$ cat src/rtl/password_lock_ctrl.sv
// Keypad lock controller: compares an entered code against a stored code on
// each enter-button press and drives unlock/alarm. Includes press edge
// detection, a retry limit with timed lockout, timed auto-relock and an
// in-field code change while unlocked.
//
//   state      | meaning
//   -----------+--------------------------------------------------------
//   S_LOCKED   | idle, waiting for a press; counts consecutive bad codes
//   S_UNLOCKED | door released; relock, manual lock, code change or timeout
//   S_LOCKOUT  | retry limit hit; alarm raised, presses ignored until timeout
module password_lock_ctrl #(
   parameter int                     PW_WIDTH       = 17,
   parameter int                     MAX_TRIES      = 3,
   parameter int                     LOCKOUT_CYCLES = 16,
   parameter int                     UNLOCK_CYCLES  = 8,
   parameter logic [PW_WIDTH-1:0]    DEFAULT_PW     = 17'd45675
) (
   input  logic                             clk,
   input  logic                             rst_n,
   input  logic [PW_WIDTH-1:0]              in_password,
   input  logic [PW_WIDTH-1:0]              new_password,
   input  logic                             enter_btn,
   input  logic                             change_req,
   input  logic                             relock,
   output logic                             unlock,
   output logic                             alarm,
   output logic                             locked_out,
   output logic [$clog2(MAX_TRIES+1)-1:0]   fail_count,
   output logic                             pw_changed
);

   localparam int FC_W    = $clog2(MAX_TRIES+1);
   localparam int TMR_MAX = (LOCKOUT_CYCLES > UNLOCK_CYCLES) ? LOCKOUT_CYCLES : UNLOCK_CYCLES;
   localparam int TMR_W   = $clog2(TMR_MAX+1);

   // Timer loads are "cycles - 1" so the output stays high for exactly N cycles.
   localparam logic [TMR_W-1:0] UNL_LOAD = (UNLOCK_CYCLES > 0) ? TMR_W'(UNLOCK_CYCLES-1) : '0;
   localparam logic [TMR_W-1:0] LCK_LOAD = TMR_W'(LOCKOUT_CYCLES-1);
   localparam logic [FC_W-1:0]  FC_LAST  = FC_W'(MAX_TRIES-1);

   typedef enum logic [1:0] {
      S_LOCKED   = 2'd0,
      S_UNLOCKED = 2'd1,
      S_LOCKOUT  = 2'd2
   } state_t;

   state_t                state, state_nxt;
   logic                  enter_q;
   logic [PW_WIDTH-1:0]   stored, stored_nxt;
   logic [TMR_W-1:0]      timer, timer_nxt;
   logic [FC_W-1:0]       fail_nxt;
   logic                  pw_chg_nxt;
   logic                  press;

   // A held button yields a single press; enter_q resets low so a button held
   // through reset release is seen as a press on the first cycle.
   assign press = enter_btn & ~enter_q;

   // State register and all datapath registers.
   always_ff @(posedge clk or negedge rst_n) begin
      if (!rst_n) begin
         state      <= S_LOCKED;
         enter_q    <= 1'b0;
         stored     <= DEFAULT_PW;
         timer      <= '0;
         fail_count <= '0;
         pw_changed <= 1'b0;
      end else begin
         state      <= state_nxt;
         enter_q    <= enter_btn;
         stored     <= stored_nxt;
         timer      <= timer_nxt;
         fail_count <= fail_nxt;
         pw_changed <= pw_chg_nxt;
      end
   end

   // Next-state, timer, retry counter and code-change logic.
   always_comb begin
      state_nxt  = state;
      stored_nxt = stored;
      timer_nxt  = timer;
      fail_nxt   = fail_count;
      pw_chg_nxt = 1'b0;

      case (state)
         S_LOCKED: begin
            if (press) begin
               if (in_password == stored) begin
                  state_nxt = S_UNLOCKED;
                  fail_nxt  = '0;
                  timer_nxt = UNL_LOAD;
               end else if (fail_count >= FC_LAST) begin
                  state_nxt = S_LOCKOUT;
                  fail_nxt  = '0;
                  timer_nxt = LCK_LOAD;
               end else begin
                  fail_nxt  = fail_count + 1'b1;
               end
            end
         end

         S_UNLOCKED: begin
            if (relock) begin
               // relock wins over a same-cycle press, including a code change
               state_nxt = S_LOCKED;
            end else if (press && change_req) begin
               stored_nxt = new_password;
               pw_chg_nxt = 1'b1;
               timer_nxt  = UNL_LOAD;
            end else if (press) begin
               state_nxt = S_LOCKED;
            end else if (UNLOCK_CYCLES > 0) begin
               if (timer == '0) state_nxt = S_LOCKED;
               else             timer_nxt = timer - 1'b1;
            end
         end

         S_LOCKOUT: begin
            if (timer == '0) state_nxt = S_LOCKED;
            else             timer_nxt = timer - 1'b1;
         end

         default: begin
            state_nxt = S_LOCKED;
         end
      endcase
   end

   // Status outputs decoded straight from the state register.
   assign unlock     = (state == S_UNLOCKED);
   assign alarm      = (state == S_LOCKOUT);
   assign locked_out = (state == S_LOCKOUT);

endmodule

$ cat config.mk
export PLATFORM = sky130hd
export DESIGN_NAME = password_lock_ctrl
export DESIGN_NICKNAME = d
export VERILOG_FILES = /design/src/rtl/password_lock_ctrl.sv
export SDC_FILE = /design/constraint.sdc
export NUM_CORES = 1
export LEC_CHECK = 0
export ABC_AREA = 1
export ABC_CLOCK_PERIOD_IN_PS = 1800
export CAP_MARGIN = 5
export CORE_MARGIN = 2
export CORE_UTILIZATION = 25
export DETAILED_ROUTE_END_ITERATION = 7
export GPL_ROUTABILITY_DRIVEN = 0
export PLACE_DENSITY = 0.53
export RECOVER_POWER = 100
export SLEW_MARGIN = 10
export SYNTH_ARGS = -nofsm -noshare
export SYNTH_HDL_FRONTEND = slang
export SYNTH_SLANG_ARGS = --single-unit
$ cat constraint.sdc
create_clock -name clk -period 1.8 [get_ports clk]
set_clock_uncertainty 0.15 [all_clocks]
set_input_delay 0.45 -clock clk [delete_from_list [all_inputs] [get_ports clk]]
set_output_delay 0.45 -clock clk [all_outputs]
set_load 0.02 [all_outputs]
## Word-level counts from Yosys, hierarchy flattened

Index checks and enable logic that the tools add are counted.

- Register bits: 28
- Word-level logic and storage cells: 49

- Add/subtract/negate cells: 2
- Order comparisons: 1
- Eq/ne operators: 8
- Muxes and demuxes: 21
- Bitwise gates (word level): 3
- Reductions and logical operators: 8

Operators with widths:

| kind | number |
|---|---|
| two-way mux 5 bit | 7 |
| two-way mux 2 bit | 9 |
| == test 17 bit | 1 |
| case mux 5 bit (3 select lines) | 1 |
| inequality test 3 bit (second input constant) | 2 |
| case mux 2 bit (3 select lines) | 1 |
| AND reduction 3 bit | 2 |
| logical NOT 5 bit | 1 |
| AND reduction 5 bit | 1 |
| subtractor 5 x 1 -> 5 bit (second input constant) | 1 |
| inequality test 2 bit (second input constant) | 2 |
| two-way mux 1 bit | 3 |
| inequality test 3 x 2 -> 1 bit (second input constant) | 1 |
| nonzero test 3 bit | 1 |
| adder 2 x 1 -> 2 bit (second input constant) | 1 |
| == test 2 x 1 -> 1 bit (second input constant) | 1 |
| == test 2 bit (second input constant) | 1 |
| greater-or-equal comparator 2 bit (second input constant) | 1 |
| logical NOT 2 bit | 1 |
| NOT 1 bit | 2 |
| AND reduction 2 bit | 1 |
| bitwise AND 1 bit | 1 |
| logical AND 1 bit | 1 |

## Longest topological paths before layout

- Depth in word-level cells: 6
- Mapped depth: 11

## Worst setup path after synthesis

OpenSTA, ideal clock, no wires.

- Kind: register to register
- Start: reg state[1]
- End: reg stored[10]
- Arrival time: 1.697 ns
- Data required time: 1.525 ns
- Path slack: -0.172 ns
- Stages on the path, launching flop included: 8
- Buffers on the path: 1
- Clock period less this slack: 1.972 ns
- Cell sequence: dfrtp_1 -> inv_1 -> ha_1 -> inv_1 -> or2_1 -> nor2_2 -> buf_6 -> mux2_2

- Longest elaborated chain between the ends: 2

Ends and longest elaborated chain:

| what | line | text |
|---|---|---|
| start: declaration | 47 | `state_t state, state_nxt;` |
| start signal: assignment | 69 | `state <= state_nxt;` |
| == test 2 x 1 -> 1 bit | n/a |  |
| net unlock | 25 | `output logic unlock,` |
| AND reduction 3 bit (no source line) | n/a |  |
| end signal: assignment | 71 | `stored <= stored_nxt;` |
| end: declaration | 49 | `logic [PW_WIDTH-1:0] stored, stored_nxt;` |

The timed path passes the listed nets, and every way through them passes these cells.
A chain may end at the register's enable or synchronous reset.

## Worst setup path after layout

- Start: reg state[1]
- End: reg stored[4]

- Longest elaborated chain between the ends: 2

Ends and longest elaborated chain:

| what | line | text |
|---|---|---|
| == test 2 x 1 -> 1 bit | 86 | `case (state)` |
| AND reduction 3 bit (no source line) | n/a |  |

No other way between the ends.

==> metrics.md <==
| Metric | Value |
|---|---|
| Status | finished, violations left |
| Failing checks | setup timing |
| Pre-CTS setup slack | -0.375 ns |
| Clock power share | 21.2% |
| Fmax | about 0.55 GHz |
| Critical Path Max Stage Delay | ~0.42 ns |
| Cts bufs inserted | 3 |
| Nets | 327 |
| WHS Path Cells | 1 |
| Initial antenna violation count | 0 |
| First-pass DRT Iterations | 4 |
| CP arrival | roughly 1.8 ns |
| Die H | 86.3 um |
| CP Max Fanout | 6 |
| Drt drc | 0 |
| Post-synth top area cell | dfrtp_1 |
| Cts hold-fix bufs | 0 |
| Share of post-route cells with drive strength above 1 | between 20% and 30% |
| Antenna Violating Nets Remaining | 0 |
| Minimum clock period after layout | 1.82 ns |
| Via count | between 1,500 and 2,000 |
| Leakage power | around 1.3 nW |
| Kind of critical path | flop to flop |
| Initial DRC Count | 83 |
| Register bit count reported by yosys | 28 |
| NetSw | around 860 uW |
| Top-area cell type share of the netlist area | about 28% |
| Flop pwr share | about a third |
| Core Area | 6460 um2 |
| Mapped Nets | ~260 |
| Die area | around 7400 um2 |
| Largest net degree at the start of global routing | 29 |
| DR WL/cell | between 10 and 15 um |
| Standard-cell row count | 29 |
| Clk sinks | 28 |
| H-tree depth | 1 |
| Final Slew Violations | 0 |
| CP Capture Type | flop |
| First-pass GRT wire length | 6.56 mm |
| Synth cell types | 27 |
| Reg2reg path depth | 7 |
| Top cells by area, synth | dfrtp_1 28%, nand2_1 14%, dfstp_2 14% |
| Post-DP HPWL | 2.91 mm |
| Max-slew headroom | approximately 52% |
| Most common cell after layout, fill and taps aside | nand2_1 |
| CTS tree | built |
| Die width | 86.3 um |
| Endpoints failing setup | 3 |
| Area of the multi-input gates | 886 um2 |
| Sw frac | between 30% and 40% |
| Most frequent CP cell | inv_2 |
| Largest buffer count on any clock path | 2 |
| Initial core utilization | a little over a quarter |
| Worst path cell trace | inv_2, ha_4, inv_2, or2_4, nor2_4, buf_12, mux2_4 |
| CP startpoint kind | flop |
| Worst Hold End | enter_q$_DFF_PN0_ |
| Logic gate share of total power | 45.3% |
| RSZ-0062 raised after global routing | true |
| Internal power | roughly 1.5 mW |
| Flop2flop setup slack | -0.02 ns |
| Num ports | 45 |
| Reg area | between 700 and 800 um2 |
| Power per standard cell area | slightly above 900 nW/um2 |
| Total grt overflow | 0 |
| Filler instances | about 660 |
| Worst Max-Slew Pin Slew | 0.719 ns |
| CP startpoint | state[1]$_DFFE_PN0P_ |
| Min-Delay Path Class | input pin to flop |
| Data required time at the worst endpoint | about 1.8 ns |
| VDD IR max | 0.480 mV |
| Buffers on Ports | 44 |
| Cells after synthesis | between 200 and 250 |
| Final setup margin | -0.0161 ns |
| Final hold vios | 0 |
| Reg2reg end | stored[4]$_DFFE_PN0P_ |
| ANT cells | 0 |
| Worst r2r src | state[1]$_DFFE_PN0P_ |
| Clock slew at reported path FFs | approximately 0.10 ns |
| Fin Hold WS | roughly 0.27 ns |
| Syn. warnings | 0 |
| CP max stage cell | dfrtp_1 |
| Final critical-path share of the clock period | 101% |
| Area grow syn2layout | 51.8% |
| Mapped Area | 1690 um2 |
| Synth Area per Inst | a little under 8 um2 |
| Worst-skew pair later-pin latency | about 0.28 ns |
| Seq/Total Area, Yosys | 42.1% |
| Clk root buf | clkbuf_8 |
| Vias in the first global route | approximately 1,500 |
| Post-Route WL | around 4 mm |
| Highest-count cells in the layout ignoring fill and taps | 64 x nand2_1, 33 x inv_1, 20 x clkdlybuf4s50_1, 19 x dfrtp_1, 18 x buf_4 |
| Max Cap Viol | 0 |
| Drt via density | ~4.2 |
| All-Layer GR Usage | 10.9% |
| HP Start | enter_btn |
-- layer usage --
metal,share of wire [%],global-route usage (%)
met5,0,0
met4,0.58,2.13
met3,4.6,2.38
met2,48,18.1
met1,46,14.7
-- critical path: cells and delay by family, from the launching register on --
family | cells | cell delay, ns
flops | 1 | 0.42
simple gates | 2 | 0.43
mux | 1 | 0.30
buf+inv | 3 | 0.27
fa+ha+maj | 1 | 0.14
-- sequential cells by signal, indices dropped and copies added, names as in the netlist --
name and count:
timer 5, pw_changed 1, state 2, enter_q 1, stored 17, fail_count 2
-- power groups by stage --
stage,clock (mW),combinational [mW],sequential [mW]
floorplan,0,0.623,0.831
detailed placement,0,1.04,0.814
global route,0.557,1.22,0.817
finish,0.506,1.08,0.802
global placement,0,1.05,0.813
CTS,0.525,1.01,0.802
-- what timing repair did --
action / CTS / global route
setup endpoints to repair: 26 / 27
gates cloned: 0 / 1
buffers inserted: 2 / 6
hold endpoints to repair: 0 / 0
gates resized for setup: 26 / 37
pin swaps: 13 / 21
-- per-stage QoR --
stage / TNS [ns] / util [%] / instance area (um2) / power [mW] / instances
6_report: -0.0329 / 39.8 / 2570 / 2.39 / 359
4_1_cts: 0 / 37.3 / 2410 / 2.34 / 353
2_1_floorplan: 0 / - / 1700 / 1.45 / 214
5_1_grt: -1.10 / 39.8 / 2570 / 2.59 / 359
3_3_place_gp: -7.35 / 36.4 / 2350 / 1.86 / 347
3_5_place_dp: -8.41 / 36.4 / 2350 / 1.86 / 347
-- cells by family after synthesis --
kind of cell	Yosys count	synth area share (%)
and+or+nand+nor	100	26.5
buffers and inverters	40	10.2
DFF	28	42.1
AOI/OAI and AO/OA	26	8.73
xor gates and xnor gates	8	4.14
muxes	7	4.66
adders and majority gates	5	3.70
-- cells in the mapped netlist --
cell type	number
mux2_2	7
xnor2_1	7
buf_6	2
dfstp_2	9
or2_1	1
o21bai_1	1
o211ai_1	2
nor2_2	4
nand3_1	9
nand2_4	1
o21ai_0	15
nor3_1	1
dfrtp_1	19
inv_2	1
nor2_1	12
buf_4	2
a21o_1	1
nand2_1	65
nand4_1	3
nand2_2	2
o21ai_1	4
inv_1	35
a21oi_1	2
nand3_4	2
ha_1	5
xor2_1	1
a211oi_2	1
-- final cells by class --
| type | instances | area share [%] |
|---|---|---|
| Timing Repair Buffer | 68 | 26.0 |
| Sequential cell | 28 | 27.7 |
| Tap cell | 77 | 3.75 |
| Inverter | 36 | 5.26 |
| Clock buffer | 3 | 1.61 |
| Multi-Input combinational cell | 146 | 34.5 |
| Clock inverter | 1 | 1.17 |
-- worst max-delay path by stage --
stage	endpoint	cells past startpoint
after floorplan	stored[10]$_DFFE_PN0P_	7
after global placement	timer[4]$_DFFE_PN0P_	12
after detailed placement	timer[4]$_DFFE_PN0P_	12
after CTS	stored[4]$_DFFE_PN0P_	7
after global routing	stored[4]$_DFFE_PN0P_	7
final	stored[4]$_DFFE_PN0P_	7
No activity file was read; power rests on OpenSTA's default activity.
